### config.mk
export PLATFORM = sky130hd
export DESIGN_NAME = reg_bank
export DESIGN_NICKNAME = d
export VERILOG_FILES = /design/src/rtl/reg_bank.sv
export SDC_FILE = /design/constraint.sdc
export NUM_CORES = 1
export LEC_CHECK = 0
export BUFFER_PORTS_ARGS = -buffer_cell sky130_fd_sc_hd__buf_2
export CAP_MARGIN = 20
export CORE_UTILIZATION = 40
export CTS_BUF_LIST = sky130_fd_sc_hd__clkbuf_2 sky130_fd_sc_hd__clkbuf_4 sky130_fd_sc_hd__clkbuf_8
export CTS_CLUSTER_SIZE = 10
export DETAILED_ROUTE_END_ITERATION = 7
export PLACE_DENSITY = 0.56
export SYNTH_ARGS = -nofsm -noshare
export SYNTH_HDL_FRONTEND = slang
export SYNTH_SLANG_ARGS = --single-unit
### constraint.sdc
create_clock -name Clk -period 2.7 [get_ports Clk]
set_input_delay 0.135 -clock Clk [delete_from_list [all_inputs] [get_ports Clk]]
set_output_delay 0.135 -clock Clk [all_outputs]
set_load 0.02 [all_outputs]
### src/rtl/reg_bank.sv
// Multi-port register bank: one write port, two combinational read ports with
// optional write-to-read forwarding, and a sequential bulk-clear engine.
module reg_bank #(
  parameter int N      = 16,
  parameter int DEPTH  = 8,
  parameter int BYPASS = 1,
  localparam int AW    = (DEPTH > 2) ? $clog2(DEPTH) : 1
) (
  input  logic          Clk,
  input  logic          Reset_N,
  input  logic          Load,
  input  logic [AW-1:0] Wr_Addr,
  input  logic [N-1:0]  Data_In,
  input  logic [AW-1:0] Rd_Addr_A,
  input  logic [AW-1:0] Rd_Addr_B,
  output logic [N-1:0]  Data_Out_A,
  output logic [N-1:0]  Data_Out_B,
  input  logic          Clear,
  output logic          Busy,
  output logic          Clear_Done
);

  typedef enum logic {IDLE, CLEARING} state_e;

  state_e        state_q, state_d;
  logic [AW-1:0] cnt_q, cnt_d;
  logic          done_q, done_d;
  logic [N-1:0]  mem_q [DEPTH];
  logic [N-1:0]  mem_d [DEPTH];
  logic          wr_en;

  // Writes are refused during a clear and for indices past the last entry.
  assign wr_en      = Load && (state_q == IDLE) && (int'(Wr_Addr) < DEPTH);
  assign Busy       = (state_q == CLEARING);
  assign Clear_Done = done_q;

  // NOTE: every variable gets a default at the top of the block, so no path
  // leaves one unassigned and no latch is inferred.
  always_comb begin
    state_d = state_q;
    cnt_d   = cnt_q;
    done_d  = 1'b0;
    mem_d   = mem_q;
    if (wr_en) mem_d[Wr_Addr] = Data_In;
    case (state_q)
      IDLE: begin
        if (Clear) begin
          state_d = CLEARING;
          cnt_d   = '0;
        end
      end
      CLEARING: begin
        mem_d[cnt_q] = '0;
        if (int'(cnt_q) == DEPTH - 1) begin
          state_d = IDLE;
          cnt_d   = '0;
          done_d  = 1'b1;
        end else begin
          cnt_d = cnt_q + AW'(1);
        end
      end
    endcase
  end

  // NOTE: the storage array is reset too, because every entry must read zero
  // straight out of reset; this forces flops rather than a RAM macro.
  always_ff @(posedge Clk or negedge Reset_N) begin
    if (!Reset_N) begin
      state_q <= IDLE;
      cnt_q   <= '0;
      done_q  <= 1'b0;
      for (int i = 0; i < DEPTH; i++) mem_q[i] <= '0;
    end else begin
      state_q <= state_d;
      cnt_q   <= cnt_d;
      done_q  <= done_d;
      mem_q   <= mem_d;
    end
  end

  // Forwarding keys off wr_en, so nothing is forwarded while clearing.
  always_comb begin
    Data_Out_A = '0;
    if (int'(Rd_Addr_A) < DEPTH) begin
      if ((BYPASS != 0) && wr_en && (Rd_Addr_A == Wr_Addr)) Data_Out_A = Data_In;
      else                                                  Data_Out_A = mem_q[Rd_Addr_A];
    end
  end

  always_comb begin
    Data_Out_B = '0;
    if (int'(Rd_Addr_B) < DEPTH) begin
      if ((BYPASS != 0) && wr_en && (Rd_Addr_B == Wr_Addr)) Data_Out_B = Data_In;
      else                                                  Data_Out_B = mem_q[Rd_Addr_B];
    end
  end

endmodule

# Word-level counts from Yosys, hierarchy flattened
# Index checks and enable logic that the tools add are counted.
# op_classes
n_lt_le_gt_ge,6
reduce_logical,5
n_eq_ne,4
n_mux,23
add_sub_neg,1
n_bitwise,7
# ops
cell,count
128-bit two-way mux,2
128-bit AND,1
128-bit bitwise mux,1
16-bit two-way mux,8
128-bit inverter,1
16-bit binary-select mux with 3-bit select,2
16-bit demux with 3-bit select,2
4-bit greater-or-equal comparator (second input constant),4
3-bit inverter with 4-bit output,4
4-bit by 1-bit < comparator with 1-bit output (second input constant),2
3-bit == test,2
3-bit two-way mux,2
3-bit case mux with 2 select lines,1
1-bit logical AND,5
1-bit two-way mux,4
3-bit by 1-bit adder with 3-bit output (second input constant),1
3-bit by 1-bit == test with 1-bit output (second input constant),1
2-bit inequality test (second input constant),1
1-bit case mux with 2 select lines,1
1-bit inverter,1
# word_totals
inputBits,29
elab_cells,57
register_bits,133

# Depth between registers and ports, before layout
# Gate-level depths: netlist (run 1).
# depth
depth_word,9
ltp_mapped,6
depth_no_buf,4

# Worst setup path after synthesis (run 1)
# OpenSTA, ideal clock, no wires.
# synth_path
path_type,flip-flop to flip-flop
from,reg state_q (netlist: Busy)
to,reg mem_q[117] in the netlist's numbering
t_required_ns,2.564
path_slack_ns,0.979
setup_ns,0.136
arrival_ns,1.585
stages_incl_launch_ff,6
path_buffers,2
cell_sequence,dfrtp_1 > buf_2 > nand2b_1 > nor3_1 > clkbuf_1 > a21oi_1
# synth_lines
item,line_no,rtl
from (decl),25,"state_e state_q, state_d;"
from (signal assigned),74,state_q <= state_d;
to (signal assigned),77,mem_q <= mem_d;
to (decl),28,logic [N-1:0] mem_q [DEPTH];

# Worst setup path in the final report (run 1)
# layout_path
from,reg state_q (netlist: Busy)
to,out Data_Out_A[13]
# layout_between
elab_chain_len,4
# layout_lines
item,line_no,rtl
1-bit inverter,n/a,
1-bit logical AND,33,assign wr_en = Load && (state_q == IDLE) && (int'(Wr_Addr) < DEPTH);
1-bit logical AND,85,if ((BYPASS != 0) && wr_en && (Rd_Addr_A == Wr_Addr)) Data_Out_A = Data_In;
16-bit two-way mux,85,
to (decl),16,"output logic [N-1:0] Data_Out_A,"
# No other way between the ends.

==> flow_summary.rst, run 1 <==
.. list-table::
   :header-rows: 1

   * - Metric
     - Value
   * - Status
     - complete, no violations
   * - Hold Crit Class
     - in2reg
   * - Min Tclk post-route
     - roughly 2.4 ns
   * - Seq cells post-synth
     - ~130
   * - Antenna Nets Post-Route
     - 0
   * - Most instantiated flip-flop cell in the synthesis netlist
     - sky130_fd_sc_hd__dfrtp_1
   * - Overall global routing resource usage
     - 27.00%
   * - Total congestion overflow
     - 0
   * - Overall die area
     - ~22000 um^2
   * - TritonCTS clock tree
     - built
   * - Area of the mapped netlist
     - between 8000 and 9000 um^2
   * - Required time worst endpoint
     - between 2 and 3 ns
   * - Count of cell types in the netlist
     - 28
   * - Count of clock tree sinks
     - 133
   * - Pins over their slew limit
     - 0
   * - Ant diodes
     - 0
   * - I/O pins
     - 63
   * - Commonest non-fill, non-tap cell in the layout
     - sky130_fd_sc_hd__dfrtp_1
   * - DRC violation count after routing
     - 0
   * - Number of hold-slack violations in the final timing report
     - 0
   * - Clock-pin slew reported for the worst setup and hold paths after clock tree synthesis
     - 0.08 ns
   * - Post-layout nets
     - 842
   * - Post-cts sizing count
     - 0
   * - Type of element launching the critical path
     - flip-flop
   * - Worst rel slew slack
     - 51.68%
   * - Post-CTS setup buffers
     - 0
   * - Fraction of registers with async set or reset after synthesis
     - 100.0%
   * - Combined area of the multi-input logic cells
     - 4666 um^2
   * - Worst clock skew
     - just under 0.009 ns
   * - Crit path capture type
     - primary output
   * - Total Routed Length
     - approximately 28000 um
   * - Depth of the CTS H-tree
     - 4
   * - Final worst-path cycle share
     - between 80% and 90%
   * - Number of enable-type register cells in the synthesized netlist
     - 0
   * - Unrepaired setup endpoints after global routing
     - no
   * - Part of the Yosys area used for sequential elements
     - 39.38%
   * - Routed length per placed instance
     - 25.98 um
   * - Die H
     - about 150 um
   * - Starting density of the core
     - 41.24%
   * - Rows
     - between 50 and 60
   * - Syn nets
     - roughly 830
   * - CTS Hold Bufs
     - 2
   * - Area growth, synth to finish
     - 12.55%
   * - Vias in the first global route
     - 7264
   * - Share of final-layout standard cells stronger than drive strength 1
     - 25.12%
   * - Leakage
     - 4.312 nW
   * - Mean instance size in the synthesized netlist
     - 10.62 um^2
   * - Fillcell total
     - ~1900
   * - Antenna violations before repair
     - 1
   * - VDD IR max
     - about 0.57 mV
   * - First-iteration detailed-routing DRC count
     - about 1000
   * - Worst setup path category
     - reg2out
   * - Combined flip-flop and latch cell area
     - around 3300 um^2
   * - Number of clock buffers inserted by TritonCTS
     - 17
   * - Cell Pwr Density
     - around 840 nW/um^2
   * - Core ar.
     - a little over 20000 um^2
   * - Clock latency on the worst-skew pair
     - 0.46 ns
   * - CTS root buf
     - sky130_fd_sc_hd__clkbuf_8
   * - Final setup TNS
     - 0 ns
   * - Port Buf Inserts
     - 62
   * - Drt first pass iters
     - 6
   * - Detailed-route vias per instance
     - around 6.7
   * - Yosys warning total
     - 0
   * - Max-cap check violation count
     - 0
   * - Vias after detailed routing
     - between 7000 and 8000
   * - Number of instances in the synthesized netlist
     - 796
   * - Final weighted congestion of routability-driven global placement
     - ~0.80
   * - Wire length of the first global-routing pass
     - around 43000 um
   * - Slew at the pin closest to its max-slew limit
     - between 0.7 and 0.8 ns
   * - Arrival @ worst endpoint
     - ~2.2 ns
   * - Maximum number of buffers from clock root to sink
     - 2
   * - Maximum achievable frequency
     - ~0.43 GHz
   * - Largest net degree at the start of global routing
     - 65
   * - Die W
     - 147.4 um
   * - Hpwl dp
     - roughly 16000 um
   * - Total power consumption of the routed design
     - between 7 and 8 mW
   * - Total of endpoints with negative setup slack in the final report
     - 0
   * - Most used cells in the layout excluding fill and tap cells
     - 133 x sky130_fd_sc_hd__dfrtp_1, 131 x sky130_fd_sc_hd__o21ai_0, 129 x sky130_fd_sc_hd__nand3_1, 128 x sky130_fd_sc_hd__a21oi_1, 61 x sky130_fd_sc_hd__buf_2
   * - Critical-path maximum fanout
     - 12
layout make-up:
class / instances / share of cell area [%]
Timing Repair Buffer: 100 / 7.260
Multi-Input combinational cell: 559 / 49.05
Clock inverter: 14 / 2.617
Clock buffer: 18 / 2.538
Sequential cell: 133 / 34.99
Tap cell: 270 / 3.551
cell usage after synthesis (all sizes together) (2+ instances only):
cell type | instances | area share [%]
dfrtp | 133 | 39
o21ai | 131 | 7.8
nand3 | 129 | 7.6
a21oi | 128 | 7.6
clkbuf | 78 | 3.5
mux2 | 64 | 9.0
mux4 | 64 | 20
buf | 26 | 2.3
nor2 | 9 | 0.40
nand2b | 6 | 0.44
xnor2 | 6 | 0.62
nand2 | 5 | 0.22
and3b | 2 | 0.21
ha | 2 | 0.30
nand3b | 2 | 0.18
nand4 | 2 | 0.15
nor2b | 2 | 0.15
nor3 | 2 | 0.12
critical path: stages (launching register included):
cell	delay (ns)
sky130_fd_sc_hd__dfrtp_1	0.40
sky130_fd_sc_hd__nor2b_1	0.16
sky130_fd_sc_hd__nand4_1	0.39
sky130_fd_sc_hd__buf_12	0.32
sky130_fd_sc_hd__mux2_4	0.33
sky130_fd_sc_hd__buf_2	0.16
state kept, by name (all words and copies together) (netlist names):
signal / count
mem_q: 128
Busy: 1
cnt_q: 3
Clear_Done: 1
per-stage QoR:
step           cells  cell area (um^2)  worst slack (ns)  hold WS [ns]  util [%]
2_1_floorplan    796              8452            0.9791       -0.1606         -
3_3_place_gp    1060              9002            0.5812        0.2197     43.93
6_report        1094              9513            0.3471       0.02257     46.42
3_5_place_dp    1060              9002            0.5612        0.2212     43.93
4_1_cts         1094              9513            0.3234    0.00004377     46.42
5_1_grt         1094              9513            0.2511      0.007049     46.42
path summary, 6_finish.rpt:
kind                                 startpoint  cells after the start  slack, ns                   end
setup / recovery                 Busy$_DFF_PN0_                      5       0.35        Data_Out_A[13]
min in group asynchronous               Reset_N                      2       0.27  mem_q[122]$_DFF_PN0_
hold reg to reg            cnt_q[0]$_DFFE_PN0P_                      2       0.55  cnt_q[0]$_DFFE_PN0P_
max in group asynchronous               Reset_N                      3       1.65   mem_q[94]$_DFF_PN0_
setup reg to reg                 Busy$_DFF_PN0_                      5       0.80   mem_q[54]$_DFF_PN0_
hold / removal                       Data_In[2]                      3       0.02   mem_q[82]$_DFF_PN0_
metal layers:
metal	track usage, %	up-vias	wire, um
met5	0	-	0
met4	10.88	0	891
met3	7.081	67	2724
met2	41.34	437	13130
met1	36.43	3703	11680
li1	-	3069	-
where the power goes:
part | internal (mW) | switching, mW | total, mW
Combinational | 1.19 | 1.79 | 2.99
Sequential | 2.51 | 0.385 | 2.89
Clock | 1.22 | 0.866 | 2.08
Total | 4.92 | 3.05 | 7.96
logic make-up (layout without fill, tap and decap cells):
family | after synthesis | count (layout) | share of synthesized area [%]
compound gates | 259 | 259 | 15.34
xor+xnor | 6 | 6 | 0.6218
fa+ha+maj | 2 | 2 | 0.2960
buf+inv | 104 | 132 | 5.803
flops | 133 | 133 | 39.38
mux | 128 | 128 | 28.65
simple gates | 164 | 164 | 9.919
Power figures use the tool's default switching activity.
==> run 2: changes to the inputs <==
MAX_ROUTING_LAYER = met4   (was not set)
==> run 2 against run 1 <==
Critical endpoint unchanged. Highest routed layer unchanged. Global-route usage grew 0.82 points. Count of clock-buffer cells in the layout is the same. Clock power is essentially flat.
==> flow_summary.rst, run 2 (same netlist as run 1, synthesis figures left out) <==
.. list-table::
   :header-rows: 1

   * - Metric
     - Value
   * - Status
     - complete, no violations
   * - Clock latency on the worst-skew pair
     - about 0.46 ns
   * - Clock-pin slew reported for the worst setup and hold paths after clock tree synthesis
     - 0.09 ns
   * - Post-layout nets
     - 842
   * - Registers with the most flip-flops
     - mem_q (128), cnt_q (3)
   * - Worst setup path endpoint
     - Data_Out_A[13]
   * - Routed length per placed instance
     - 26.04 um
   * - Hpwl dp
     - roughly 16000 um
   * - Count of clock tree sinks
     - about 130
   * - Post-cts sizing count
     - 0
   * - Most used cells in the layout excluding fill and tap cells
     - 133 x sky130_fd_sc_hd__dfrtp_1, 131 x sky130_fd_sc_hd__o21ai_0, 129 x sky130_fd_sc_hd__nand3_1, 128 x sky130_fd_sc_hd__a21oi_1, 61 x sky130_fd_sc_hd__buf_2
   * - Critical-path maximum fanout
     - 12
   * - VDD IR max
     - 0.5724 mV
   * - Antenna violations before repair
     - 1
   * - Area growth, synth to finish
     - 12.55%
   * - Reg2Reg Setup Slack
     - slightly below 0.8 ns
   * - Crit path capture type
     - primary output
   * - Type of element launching the critical path
     - flip-flop
   * - Largest net degree at the start of global routing
     - between 60 and 70
   * - Unrepaired setup endpoints after global routing
     - no
   * - Worst rel slew slack
     - roughly half
   * - Clock share of power
     - 26.2%
   * - Arrival @ worst endpoint
     - 2.21 ns
   * - Worst clock skew
     - slightly above 0.008 ns
   * - Sequential group share of total power
     - between 30% and 40%
   * - Port Buf Inserts
     - 62
   * - Worst r2r src
     - Busy$_DFF_PN0_
   * - Final worst-path cycle share
     - between 80 and 90%
   * - Worst flop-to-flop path endpoint
     - mem_q[54]$_DFF_PN0_
   * - Final Instance Area
     - 9513 um^2
   * - Int Pwr
     - a little under 5 mW
   * - Overall global routing resource usage
     - around 28%
   * - Combinational share of power
     - between 30% and 40%
   * - Cell Pwr Density
     - ~840 nW/um^2
   * - Ant diodes
     - 0
   * - Slew at the pin closest to its max-slew limit
     - 0.7245 ns
   * - First-iteration detailed-routing DRC count
     - ~1000
   * - Total Routed Length
     - between 20000 and 30000 um
   * - Commonest non-fill, non-tap cell in the layout
     - sky130_fd_sc_hd__dfrtp_1
   * - Overall die area
     - approximately 22000 um^2
   * - Wire length of the first global-routing pass
     - 43420 um
   * - Hold Crit Class
     - in2reg
   * - Vias after detailed routing
     - ~7300
   * - Depth of the CTS H-tree
     - 4
   * - Antenna Nets Post-Route
     - 0
   * - Share of final-layout standard cells stronger than drive strength 1
     - about a quarter
   * - Max-cap check violation count
     - 0
   * - Longest individual stage delay on the worst path
     - around 0.40 ns
   * - Die H
     - 147.4 um
   * - Critical path cell sequence
     - nor2b_1, nand4_1, buf_12, mux2_4, buf_2
   * - Detailed-route vias per instance
     - between 6 and 7
   * - Flip-flop count of the largest register after layout
     - 128
   * - Number of cells in the finished layout apart from fillers
     - 1094
   * - Largest register by flop count
     - mem_q
   * - Drt first pass iters
     - 7
   * - Total of endpoints with negative setup slack in the final report
     - 0
   * - Master of the slowest instance on the critical path
     - sky130_fd_sc_hd__dfrtp_1
   * - Total congestion overflow
     - 0
   * - Vias in the first global route
     - about 7300
   * - Setup crit start
     - Busy$_DFF_PN0_
   * - Final weighted congestion of routability-driven global placement
     - between 0.8 and 0.9
   * - Final setup TNS
     - 0 ns
   * - Starting density of the core
     - slightly above 40%
   * - Switch Pwr
     - between 3 and 4 mW
   * - Rows
     - 52
   * - Worst setup path category
     - reg2out
   * - Cell count of the worst hold path
     - 3
   * - Die W
     - 147.4 um
   * - CTS root buf
     - sky130_fd_sc_hd__clkbuf_8
   * - Fillcell total
     - between 1500 and 2000
   * - Cell Count Post-Placement
     - 1060
   * - Placed Instance Area
     - 9002 um^2
   * - I/O pins
     - 63
   * - Required time worst endpoint
     - between 2 and 3 ns
   * - Core ar.
     - approximately 20000 um^2
   * - Utilization after layout
     - between 40 and 50%
   * - DRC violation count after routing
     - 0
   * - Maximum achievable frequency
     - 0.4259 GHz
   * - Proportion of total power due to net switching
     - 38.33%
   * - Number of clock buffers inserted by TritonCTS
     - 17
   * - Total power consumption of the routed design
     - roughly 8.0 mW
   * - Pins over their slew limit
     - 0
   * - R2R cell count
     - 5
   * - TritonCTS clock tree
     - built
   * - Number of hold-slack violations in the final timing report
     - 0
   * - Leakage
     - 4.312 nW
   * - Maximum number of buffers from clock root to sink
     - 2
   * - Min Tclk post-route
     - around 2.3 ns
run 2: final cells by class:
cell class	instances	area, um^2	area share (%)
multi-input combinational	559	4666	49.05
sequential	133	3328	34.99
timing repair buffer	100	690.7	7.260
tap	270	337.8	3.551
clock buffer	18	241.5	2.538
clock inverter	14	249.0	2.617
run 2: routing by layer:
layer	wire length [um]	global-route usage [%]	up-vias
li1	-	-	3067
met1	11720	36.31	3687
met2	13030	41.49	446
met3	2874	7.050	70
met4	862	10.88	0
met5	0	-	-
run 2: critical path, delay by kind of cell (launching register included):
kind	cells	cell delay, ns
buffers and inverters	2	0.48
flip-flops	1	0.40
AND/OR/NAND/NOR	2	0.55
multiplexers	1	0.32
run 2: how the worst min path moves through the flow:
stage	startpoint	to	slack, ns
6_report	Data_In[3]	mem_q[51]$_DFF_PN0_	0.02
5_1_grt	Data_In[12]	mem_q[76]$_DFF_PN0_	0.005
4_1_cts	Data_In[5]	mem_q[5]$_DFF_PN0_	0.00004
3_5_place_dp	Reset_N	mem_q[122]$_DFF_PN0_	0.22
3_3_place_gp	Reset_N	mem_q[122]$_DFF_PN0_	0.22
2_1_floorplan	Reset_N	Busy$_DFF_PN0_	-0.16
run 2: stage by stage:
| stage | hold slack [ns] | worst slack [ns] |
|---|---|---|
| after floorplan | -0.1606 | 0.9791 |
| after global placement | 0.2197 | 0.5812 |
| after detailed placement | 0.2212 | 0.5612 |
| after CTS | 0.00004377 | 0.3234 |
| after global routing | 0.004937 | 0.2511 |
| final | 0.01984 | 0.3519 |
run 2: timing repair:
item | 4_1_cts | 5_1_grt
hold buffers | 2 | 0
buffers inserted | 0 | 0
hold endpoints to repair | 50 | 0
run 2: power by group through the flow:
stage / combinational [mW] / sequential [mW] / clock, mW
after detailed placement: 2.95 / 2.92 / 0
after global routing: 3.19 / 2.97 / 2.20
after CTS: 2.96 / 2.89 / 2.11
after global placement: 2.87 / 2.88 / 0
final: 2.99 / 2.90 / 2.09
after floorplan: 1.94 / 2.77 / 0
==> run 3: changes to the inputs <==
CORE_UTILIZATION = 45   (was 40)
PLACE_DENSITY = 0.62   (was 0.56)
==> run 3 against run 2 <==
The run now ends with DRC left. Non-clock buffer count up 1. Worst setup slack worse by 0.093 ns. Critical path type unchanged. Sequential power about the same. Via count down 0.61%. Power down 4.6%.
==> flow_summary.rst, run 3 (same netlist as run 1, synthesis figures left out) <==
.. list-table::
   :header-rows: 1

   * - Metric
     - Value
   * - Drt first pass iters
     - 8
   * - Max-cap check violation count
     - 0
   * - Crit path capture type
     - primary output
   * - Largest register by flop count
     - mem_q
   * - R2R cell count
     - 5
   * - Hpwl dp
     - around 16000 um
   * - Overall global routing resource usage
     - 30.28%
   * - Registers with the most flip-flops
     - mem_q (128), cnt_q (3)
   * - Vias after detailed routing
     - just over 7000
   * - Area growth, synth to finish
     - 11.41%
   * - Number of cells in the finished layout apart from fillers
     - 1054
   * - Total Routed Length
     - ~27000 um
   * - Flip-flop count of the largest register after layout
     - between 100 and 150
   * - Unrepaired setup endpoints after global routing
     - no
   * - Largest net degree at the start of global routing
     - 65
   * - Most used cells in the layout excluding fill and tap cells
     - 133 x sky130_fd_sc_hd__dfrtp_1, 131 x sky130_fd_sc_hd__o21ai_0, 129 x sky130_fd_sc_hd__nand3_1, 128 x sky130_fd_sc_hd__a21oi_1, 61 x sky130_fd_sc_hd__buf_2
   * - Pins over their slew limit
     - 0
   * - Utilization after layout
     - 51.71%
   * - Setup crit start
     - Busy$_DFF_PN0_
   * - Core ar.
     - around 18000 um^2
   * - Arrival @ worst endpoint
     - about 2.3 ns
   * - First-iteration detailed-routing DRC count
     - ~850
   * - Die W
     - 139.0 um
   * - Status
     - finished, violations left
   * - Cell Pwr Density
     - between 800 and 900 nW/um^2
   * - Cell count of the worst hold path
     - 3
   * - Post-layout nets
     - ~840
   * - CTS root buf
     - sky130_fd_sc_hd__clkbuf_8
   * - Maximum achievable frequency
     - a little over 0.4 GHz
   * - Final weighted congestion of routability-driven global placement
     - around 0.85
   * - Worst rel slew slack
     - 48.83%
   * - Routed length per placed instance
     - between 20 and 30 um
   * - Required time worst endpoint
     - 2.57 ns
   * - I/O pins
     - 63
   * - Critical-path maximum fanout
     - 11
   * - Number of hold-slack violations in the final timing report
     - 0
   * - Cell Count Post-Placement
     - 1017
   * - Maximum number of buffers from clock root to sink
     - 2
   * - Reg2Reg Setup Slack
     - 0.88 ns
   * - Worst r2r src
     - Busy$_DFF_PN0_
   * - Port Buf Inserts
     - slightly above 60
   * - Die H
     - around 140 um
   * - Final worst-path cycle share
     - 90.43%
   * - Startpoint of the worst hold path
     - Data_In[15]
   * - Failing checks
     - DRC
   * - Starting density of the core
     - between 40% and 50%
   * - Worst flop-to-flop path endpoint
     - mem_q[84]$_DFF_PN0_
   * - TritonCTS clock tree
     - built
   * - Number of clock buffers inserted by TritonCTS
     - 17
   * - Clock latency on the worst-skew pair
     - around 0.45 ns
   * - Count of clock tree sinks
     - ~130
   * - Antenna Nets Post-Route
     - 0
   * - Worst clock skew
     - ~0.013 ns
   * - Final setup TNS
     - 0 ns
   * - Vias in the first global route
     - 7389
   * - Detailed-route vias per instance
     - around 7
   * - Depth of the CTS H-tree
     - 4
   * - Clock-pin slew reported for the worst setup and hold paths after clock tree synthesis
     - about 0.08 ns
   * - Min Tclk post-route
     - 2.442 ns
   * - Overall die area
     - between 15000 and 20000 um^2
   * - Leakage
     - roughly 4.3 nW
   * - Slew at the pin closest to its max-slew limit
     - roughly 0.77 ns
   * - Sink of the worst hold path
     - mem_q[31]$_DFF_PN0_
   * - Total congestion overflow
     - 0
   * - Antenna violations before repair
     - 1
   * - Total of endpoints with negative setup slack in the final report
     - 0
   * - Share of final-layout standard cells stronger than drive strength 1
     - 24.76%
   * - Wire length of the first global-routing pass
     - between 40000 and 50000 um
   * - Rows
     - 49
   * - Post-cts sizing count
     - 0
   * - Final Instance Area
     - around 9400 um^2
   * - Hold Crit Class
     - in2reg
   * - VDD IR max
     - slightly above 0.9 mV
   * - DRC violation count after routing
     - 7
   * - Type of element launching the critical path
     - flip-flop
   * - Commonest non-fill, non-tap cell in the layout
     - sky130_fd_sc_hd__dfrtp_1
   * - Placed Instance Area
     - 8961 um^2
   * - Worst setup path category
     - reg2out
-- run 3: cell types whose count changed in the layout (fill, tap and decap cells not counted), sizes merged --
cell | before | now
buf | 98 | 96
bufinv | 6 | 2
clkbuf | 18 | 23
clkinvlp | 1 | 2
diode | 0 | 1
dlygate4sd3 | 2 | 5
inv | 3 | 0
-- run 3: repair_timing --
item	4_1_cts	5_1_grt
endpoints found under the hold margin	59	0
hold buffers	5	0
setup buffers	0	0
-- run 3: final cells by class --
cell class,count,area [um^2]
repair buffers,101,730.7
flip-flops and latches,133,3328
well taps,229,286.5
clock buffers,23,304.0
fillers,1615,8792
multi-input cells,559,4666
clock inverters,8,98.84
diodes,1,2.502
-- run 3: routing by layer --
metal | part of all wire [%] | vias to the layer above | GRT usage, %
met4 | 2.9 | 0 | 11.99
met1 | 40 | 3622 | 38.88
met2 | 46 | 469 | 46.04
met5 | 0 | - | -
li1 | - | 3060 | -
met3 | 10 | 75 | 7.597
-- run 3: how the worst max path moves through the flow --
stage / to / slack (ns)
detailed placement: Data_Out_A[1] / 0.53
CTS: Data_Out_B[6] / 0.28
global route: Data_Out_B[8] / 0.21
floorplan: mem_q[117]$_DFF_PN0_ / 0.98
global placement: Data_Out_A[15] / 0.54
finish: Data_Out_B[6] / 0.26
-- run 3: critical path: stages (launching register included) --
cell and delay, ns:
sky130_fd_sc_hd__dfrtp_1 0.41, sky130_fd_sc_hd__nor2b_1 0.16, sky130_fd_sc_hd__nand4_1 0.45, sky130_fd_sc_hd__buf_12 0.34, sky130_fd_sc_hd__mux2_2 0.32, sky130_fd_sc_hd__buf_2 0.17
-- run 3: where the power goes --
group | leakage (nW) | internal [mW] | switching, mW | total [mW]
Clock | 0.205 | 0.931 | 0.792 | 1.72
Combinational | 2.25 | 1.20 | 1.78 | 2.99
Sequential | 1.83 | 2.51 | 0.387 | 2.90
Total | 4.29 | 4.64 | 2.96 | 7.60
-- run 3: metrics by stage --
stage / setup slack (ns) / total power [mW] / hold WS, ns
4_1_cts: 0.2804 / 7.576 / 0.0005015
3_3_place_gp: 0.5426 / 5.734 / 0.1798
3_5_place_dp: 0.5318 / 5.856 / 0.1937
5_1_grt: 0.2126 / 7.987 / 0.01253
2_1_floorplan: 0.9791 / 4.715 / -0.1606
6_report: 0.2585 / 7.605 / 0.01565
